==> config.mk <==
export PLATFORM = sky130hd
export DESIGN_NAME = program_loader
export DESIGN_NICKNAME = d
export VERILOG_FILES = /design/src/rtl/program_loader.sv
export SDC_FILE = /design/constraint.sdc
export NUM_CORES = 1
export LEC_CHECK = 0
export CELL_PAD_IN_SITES_DETAIL_PLACEMENT = 0
export CELL_PAD_IN_SITES_GLOBAL_PLACEMENT = 1
export CORE_MARGIN = 5
export CORE_UTILIZATION = 30
export DETAILED_ROUTE_END_ITERATION = 7
export PLACE_DENSITY = 0.64
export REMOVE_ABC_BUFFERS = 1
export SLEW_MARGIN = 25
export SYNTH_ARGS = -nofsm -noshare
export SYNTH_HDL_FRONTEND = slang
export SYNTH_SLANG_ARGS = --single-unit
==> constraint.sdc <==
create_clock -name clk -period 2.15 [get_ports clk]
set_input_delay 0.215 -clock clk [delete_from_list [all_inputs] [get_ports clk]]
set_output_delay 0.215 -clock clk [all_outputs]
set_load 0.1 [all_outputs]
==> src/rtl/program_loader.sv <==
// ============================================================================
// program_loader : framed byte-stream loader for instruction memory (XOR checksum)
// Revision 1.0
// ============================================================================
`default_nettype none

module program_loader #(
  parameter int TIMEOUT_CYC = 1024
) (
  input  logic       clk,
  input  logic       rst,
  input  logic       load_start,
  input  logic       in_valid,
  input  logic [7:0] in_data,
  output logic       in_ready,
  output logic       mem_we,
  output logic [7:0] mem_addr,
  output logic [7:0] mem_wdata,
  output logic       busy,
  output logic       done,
  output logic       error
);

  localparam int CW = $clog2(TIMEOUT_CYC + 1);
  localparam logic [CW-1:0] TO_LAST = CW'(TIMEOUT_CYC - 1);

  typedef enum logic [2:0] {IDLE, ADDR, LEN, DATA, CHECK, FIN} state_t;

  state_t        state, state_nxt;
  logic [7:0]    base, len, idx, csum;
  logic [CW-1:0] idle_cnt;
  logic          accept, timed_out;

  assign in_ready  = (state == ADDR) || (state == LEN) || (state == DATA) || (state == CHECK);
  assign busy      = (state != IDLE);
  assign done      = (state == FIN) && !error;
  assign accept    = in_valid && in_ready;
  assign timed_out = in_ready && !accept && (idle_cnt == TO_LAST);

  always_ff @(posedge clk) begin
    if (!rst) state <= IDLE;
    else      state <= state_nxt;
  end

  always_comb begin
    state_nxt = state;
    case (state)
      IDLE:    if (load_start) state_nxt = ADDR;
      ADDR:    if (accept) state_nxt = LEN;
      LEN:     if (accept) state_nxt = DATA;
      // A length byte of 0x00 wraps len-1 to 0xFF, giving 256 data bytes
      DATA:    if (accept && (idx == len - 8'd1)) state_nxt = CHECK;
      CHECK:   if (accept) state_nxt = FIN;
      FIN:     state_nxt = IDLE;
      default: state_nxt = IDLE;
    endcase
    if (timed_out) state_nxt = IDLE;
  end

  always_ff @(posedge clk) begin
    if (!rst) begin
      base      <= 8'h00;
      len       <= 8'h00;
      idx       <= 8'h00;
      csum      <= 8'h00;
      idle_cnt  <= '0;
      mem_we    <= 1'b0;
      mem_addr  <= 8'h00;
      mem_wdata <= 8'h00;
      error     <= 1'b0;
    end else begin
      mem_we <= 1'b0;
      if ((state == IDLE) && load_start) begin
        csum     <= 8'h00;
        error    <= 1'b0;
        idle_cnt <= '0;
        idx      <= 8'h00;
      end
      if (accept) begin
        idle_cnt <= '0;
        csum     <= csum ^ in_data;
        case (state)
          ADDR:  base <= in_data;
          LEN:   begin
            len <= in_data;
            idx <= 8'h00;
          end
          DATA:  begin
            mem_we    <= 1'b1;
            mem_addr  <= base + idx;
            mem_wdata <= in_data;
            idx       <= idx + 8'd1;
          end
          CHECK: error <= (in_data != csum);
          default: ;
        endcase
      end else if (in_ready) begin
        if (idle_cnt == TO_LAST) error <= 1'b1;
        else                     idle_cnt <= idle_cnt + 1'b1;
      end
    end
  end

endmodule

`default_nettype wire

# Word level (Yosys, flattened, before mapping)
# Index checks and enable logic that the tools add are counted.
op_classes:
  addsub: 4
  eq_ne: 13
  n_mux: 20
  bitwise: 2
  n_reduce_logical: 21
op_table:
  columns: ["operator", "count"]
  rows:
  - ["11-bit two-way mux", 3]
  - ["8-bit two-way mux", 4]
  - ["8-bit case mux with 2 select lines", 1]
  - ["3-bit two-way mux", 5]
  - ["3-bit case mux with 5 select lines", 1]
  - ["11-bit by 1-bit adder with 11-bit output, second input constant", 1]
  - ["11-bit by 10-bit equality test with 1-bit output, second input constant", 1]
  - ["8-bit by 1-bit adder with 8-bit output, second input constant", 1]
  - ["8-bit adder", 1]
  - ["8-bit equality test", 1]
  - ["2-bit != test, second input constant", 4]
  - ["8-bit != test", 1]
  - ["2-bit AND reduction", 4]
  - ["8-bit by 1-bit subtractor with 8-bit output, second input constant", 1]
  - ["8-bit bitwise XOR", 1]
  - ["3-bit by 2-bit equality test with 1-bit output, second input constant", 2]
  - ["3-bit equality test, second input constant", 2]
  - ["1-bit logical AND", 6]
  - ["1-bit two-way mux", 6]
  - ["5-bit AND reduction", 1]
  - ["2-bit OR reduction", 2]
  - ["3-bit by 1-bit equality test with 1-bit output, second input constant", 1]
  - ["3-bit zero test", 1]
  - ["1-bit logical OR", 3]
  - ["5 further kinds", 6]
totals:
  reg_bits: 64
  inputBits: 12
  wordCells: 70

# Longest topological paths before layout
logic_depth:
  ltp_word: 9
  depth_mapped: 9
  ltp_nobuf: 9

# Worst setup path after synthesis
# Ideal clock, no wire load.
synth_timing:
  path_type: "reg2out"
  start: "reg error"
  end: "out done"
  arrival_time_ps: 3911
  slack_ps: -1976
  path_stages_with_launch: 2
  n_path_buf: 0
  path_cell_list: "dfxtp_1 nor4b_1"
synth_between:
  elab_chain_len: 2
synth_rtl:
  columns: ["item", "line_no", "source"]
  rows:
  - ["from (decl)", "21", "output logic error"]
  - ["from (signal assigned)", "94", "CHECK: error <= (in_data != csum);"]
  - ["1-bit zero test", "36", "assign done = (state == FIN) && !error;"]
  - ["1-bit logical AND", "36", null]
  - ["to (decl)", "20", "output logic done,"]
# Every way passes these cells.

# Final worst setup path
layout_timing:
  start: "reg state[0]"
  end: "out in_ready"
layout_between:
  elab_chain_len: 4
layout_rtl:
  columns: ["item", "line_no", "source"]
  rows:
  - ["from (decl)", "29", "state_t state, state_nxt;"]
  - ["from (signal assigned)", "42", "else state <= state_nxt;"]
  - ["3-bit by 1-bit equality test with 1-bit output / 3-bit by 2-bit equality test with 1-bit output (equally long branches)", "34", "assign in_ready = (state == ADDR) || (state == LEN) || (state == DATA) || (state == CHECK);"]
  - ["1-bit logical OR (2 in a row)", "34", null]
  - ["1-bit logical OR (*)", "34", null]
  - ["to (decl)", "15", "output logic in_ready,"]
# Mark *: on every way between the ends. The rest lies on a longest branch, timed or not.

==> reports/qor.log <==
qor: outcome.status finished, final reports clean
qor: setup_path.crit_path_end_kind output pin
qor: clock_tree.tritoncts built
qor: clock_tree.cts_hold_buf 0
qor: logic_synthesis.syn_area_per_cell 8.06 um^2
qor: clock_tree.clockRootBuffer sky130_fd_sc_hd__clkbuf_16
qor: finish.post_route_cells_drive_above_1_share 15.9%
qor: drt.dr.pass1.iters 6
qor: placed_design.dp.cells 617
qor: floorplanning.ios 33
qor: setup_path.cp_data_required_time 1.93 ns
qor: setup_path.crit_chain or3_1, nand2_2, inv_2, buf_4, buf_12
qor: clock_tree.ctsHtreeMaxLevel 3
qor: logic_synthesis.yosys.cell_count.top_type sky130_fd_sc_hd__dfxtp_1
qor: clock_tree.clkTransAtPathRegs 0.06 ns
qor: timing.final_hold_viol_count 0
qor: timing.layout_setup_ws 0.128 ns
qor: setup_path.critical_path.top_delay_family simple AND/OR/NAND/NOR gates
qor: floorplanning.die-area 14000 um^2
qor: floorplanning.dieWidth 118 um
qor: logic_synthesis.synth.top_cells.by_count sky130_fd_sc_hd__dfxtp_1, sky130_fd_sc_hd__nand2_1, sky130_fd_sc_hd__nor2_1, sky130_fd_sc_hd__o21ai_0, sky130_fd_sc_hd__a21boi_0
qor: power_and_ir_drop.power_density_relative_to_cell_area 1000 nW/um^2
qor: finish.layoutNonFillerInstCount 633
qor: run.cap_viol_max_count 0
qor: global_routing.gr-usage-all-layers 14.1%
qor: global_routing.grt_pass1_vias 3139
qor: logic_synthesis.yosys_register_bits 64
qor: setup_path.critical_path.slowest_cell sky130_fd_sc_hd__or3_1
qor: logic_synthesis.synthTopCellsByArea sky130_fd_sc_hd__dfxtp_1, sky130_fd_sc_hd__nand2_1, sky130_fd_sc_hd__a21boi_0, sky130_fd_sc_hd__nor2_1, sky130_fd_sc_hd__o21ai_0
qor: logic_synthesis.synth_edf_count 0
qor: logic_synthesis.synthDominantCellAreaShare 36.4%
qor: timing.rsz0062_at_grt false
qor: global_routing.antenna_violations_before_repair 0
qor: clock_tree.post_cts.repair.setup_buffers 0
qor: floorplanning.chipHeight 118 um
qor: setup_path.r2r_setup_slack 0.19 ns
qor: floorplanning.floorplan.rows 39
qor: setup_path.worstSetupStartpointType flip-flop
qor: drt.overall_via_count_from_detail_route 3144
qor: drt.drt_drc_violations_left 0
qor: setup_path.cp_num_buf_inv 3
qor: placed_design.post-dp-hpwl 6740 um
qor: timing.final_min_period_over_clock_period 94.0%
qor: timing.final_period_minus_worst_setup_slack 2.02 ns
qor: placed_design.post-place-ws 0.152 ns
qor: global_routing.grt_pass1_wl 16200 um
qor: timing.slew-limit-headroom 67.7%
qor: setup_path.worstSetupPathType reg -> out
qor: finish.antenna_cells_inserted 0
qor: clock_tree.worst_skew_pair.late_latency 0.34 ns
qor: timing.finalClockSkew 0.00511 ns
qor: finish.finish.net_count 508
qor: logic_synthesis.synth-main-ff-cell sky130_fd_sc_hd__dfxtp_1
qor: setup_path.critical_path.max_fanout 10
qor: global_routing.overflow 0
qor: floorplanning.floorplan.initialDensity 30.7%
qor: placed_design.place_congestion 0.829
qor: clock_tree.numClockSinks 64
qor: drt.drtAntennaViolNets 0
qor: drt.via_per_inst 4.97
qor: logic_synthesis.yosysTopAreaCell sky130_fd_sc_hd__dfxtp_1
qor: logic_synthesis.postSynth.asyncResetShare 0%
qor: finish.utilization 38.9%
qor: finish.post_layout_instance_area 4460 um^2
qor: drt.drt_iter0_drc 130
qor: power_and_ir_drop.ir_worst_vdd 0.841 mV
qor: drt.wl_per_cell 15.0 um
qor: logic_synthesis.yosysWarnings 0
qor: placed_design.placement.io_buffers 32
qor: timing.timing.final.max_slew_violations 0
qor: finish.area_growth 27.0%
qor: global_routing.maximum_number_of_pins_on_one_net_before_global_route_repair 35
qor: logic_synthesis.synth.distinct_cells 61
qor: logic_synthesis.syn-instance-count 436
qor: power_and_ir_drop.p_leak 1.72 nW
qor: setup_path.critical-path-max-stage-delay 0.45 ns
qor: clock_tree.resized_after_cts 0
qor: timing.final_layout_worst_hold_slack 0.464 ns
qor: min_path.holdCritPathClass reg -> reg
qor: drt.detail_route.wirelength 9460 um
qor: logic_synthesis.synth_sequential_area_ratio 36.4%
qor: clock_tree.clock_tree.buffer_depth 2
qor: timing.maxClockFrequency 495 MHz
qor: placed_design.placement.cell_area 4120 um^2
qor: logic_synthesis.mappedNetlistArea 3520 um^2
qor: setup_path.cp_data_arrival_time 1.81 ns
qor: clock_tree.numCtsBuffers 9
qor: timing.worst_slew_pin_slew 0.483 ns
qor: timing.setup-violations-final 0
qor: floorplanning.core_region_area 11500 um^2
-- placed cells by master, fill, tap and decap left out, types with 3 or more instances in the layout --
master,count
sky130_fd_sc_hd__o21ai_0,30
sky130_fd_sc_hd__clkdlybuf4s50_1,11
sky130_fd_sc_hd__ha_1,10
sky130_fd_sc_hd__nand4_1,3
sky130_fd_sc_hd__and3_1,6
sky130_fd_sc_hd__dfxtp_1,64
sky130_fd_sc_hd__inv_1,10
sky130_fd_sc_hd__a21o_1,3
sky130_fd_sc_hd__nor2_1,46
sky130_fd_sc_hd__a21boi_0,26
sky130_fd_sc_hd__nor3_1,6
sky130_fd_sc_hd__a21oi_1,25
sky130_fd_sc_hd__buf_12,5
sky130_fd_sc_hd__nor2b_1,13
sky130_fd_sc_hd__xnor2_1,13
sky130_fd_sc_hd__nand3_1,13
sky130_fd_sc_hd__and2_1,8
sky130_fd_sc_hd__mux2i_1,7
sky130_fd_sc_hd__nand2_1,61
sky130_fd_sc_hd__nand3b_1,16
sky130_fd_sc_hd__xor2_1,9
sky130_fd_sc_hd__clkbuf_16,9
sky130_fd_sc_hd__buf_4,42
sky130_fd_sc_hd__a211oi_1,3
-- flip-flops by register name (all words and copies together) (netlist names) --
| name | cells |
|---|---|
| idle_cnt | 11 |
| base | 8 |
| csum | 8 |
| idx | 8 |
| len | 8 |
| mem_addr | 8 |
| mem_wdata | 8 |
| state | 3 |
| error | 1 |
| mem_we | 1 |
-- where the power goes --
part           internal [mW]  switching (mW)
clock network           1.05           0.565
logic                  0.541           0.927
registers               1.28          0.0980
-- logic make-up after synthesis --
kind of cell / count (synthesis) / synth area share [%]
XOR/XNOR: 22 / 5.48
multiplexers: 7 / 1.99
flip-flops: 64 / 36.4
adder cells (fa/ha/maj): 12 / 4.45
AND/OR/NAND/NOR: 193 / 28.0
AO/OA/AOI/OAI: 107 / 19.7
buffers and inverters: 31 / 3.91
-- path summary, 6_finish.rpt --
check / depth (start not counted) / end / from
worst min register to register: 2 / mem_addr[5]$_SDFFE_PN0P_ / mem_addr[5]$_SDFFE_PN0P_
worst min-delay path: 2 / mem_addr[5]$_SDFFE_PN0P_ / mem_addr[5]$_SDFFE_PN0P_
worst max-delay path: 5 / in_ready / state[0]$_SDFFE_PP0P_
worst max register to register: 9 / mem_addr[6]$_SDFFE_PN0P_ / idx[0]$_SDFF_PN0_
-- stage by stage --
stage	power [mW]	setup TNS, ns
after floorplan	2.36	-11.17
after global placement	2.86	0
after detailed placement	2.87	0
after CTS	4.50	0
after global routing	4.71	0
final	4.46	0
-- area by class of cell --
type	instances	area, um^2
sequential	64	1280
timing repair buffer	58	526
clock inverter	4	76.3
clock buffer	12	246
tap	143	179
fill	1160	7000
inverter	11	41.3
multi-input combinational	341	2110
-- routing by layer --
metal	share of wire (%)	GRT usage [%]	wire (um)
met4	0.89	3.66	84
met1	50	19.4	4730
met5	0	0	0
met2	45	21.7	4300
met3	3.8	4.35	355
-- worst reg2reg max path: cells and delay by family, from the launching register on --
| family | cells | cell delay, ns |
|---|---|---|
| AND/OR/NAND/NOR | 2 | 0.25 |
| AO/OA/AOI/OAI | 4 | 0.64 |
| adder cells (fa/ha/maj) | 2 | 0.56 |
| buffers and inverters | 1 | 0.05 |
| flip-flops | 1 | 0.34 |
Note: power is estimated with default switching activity, not from simulation.
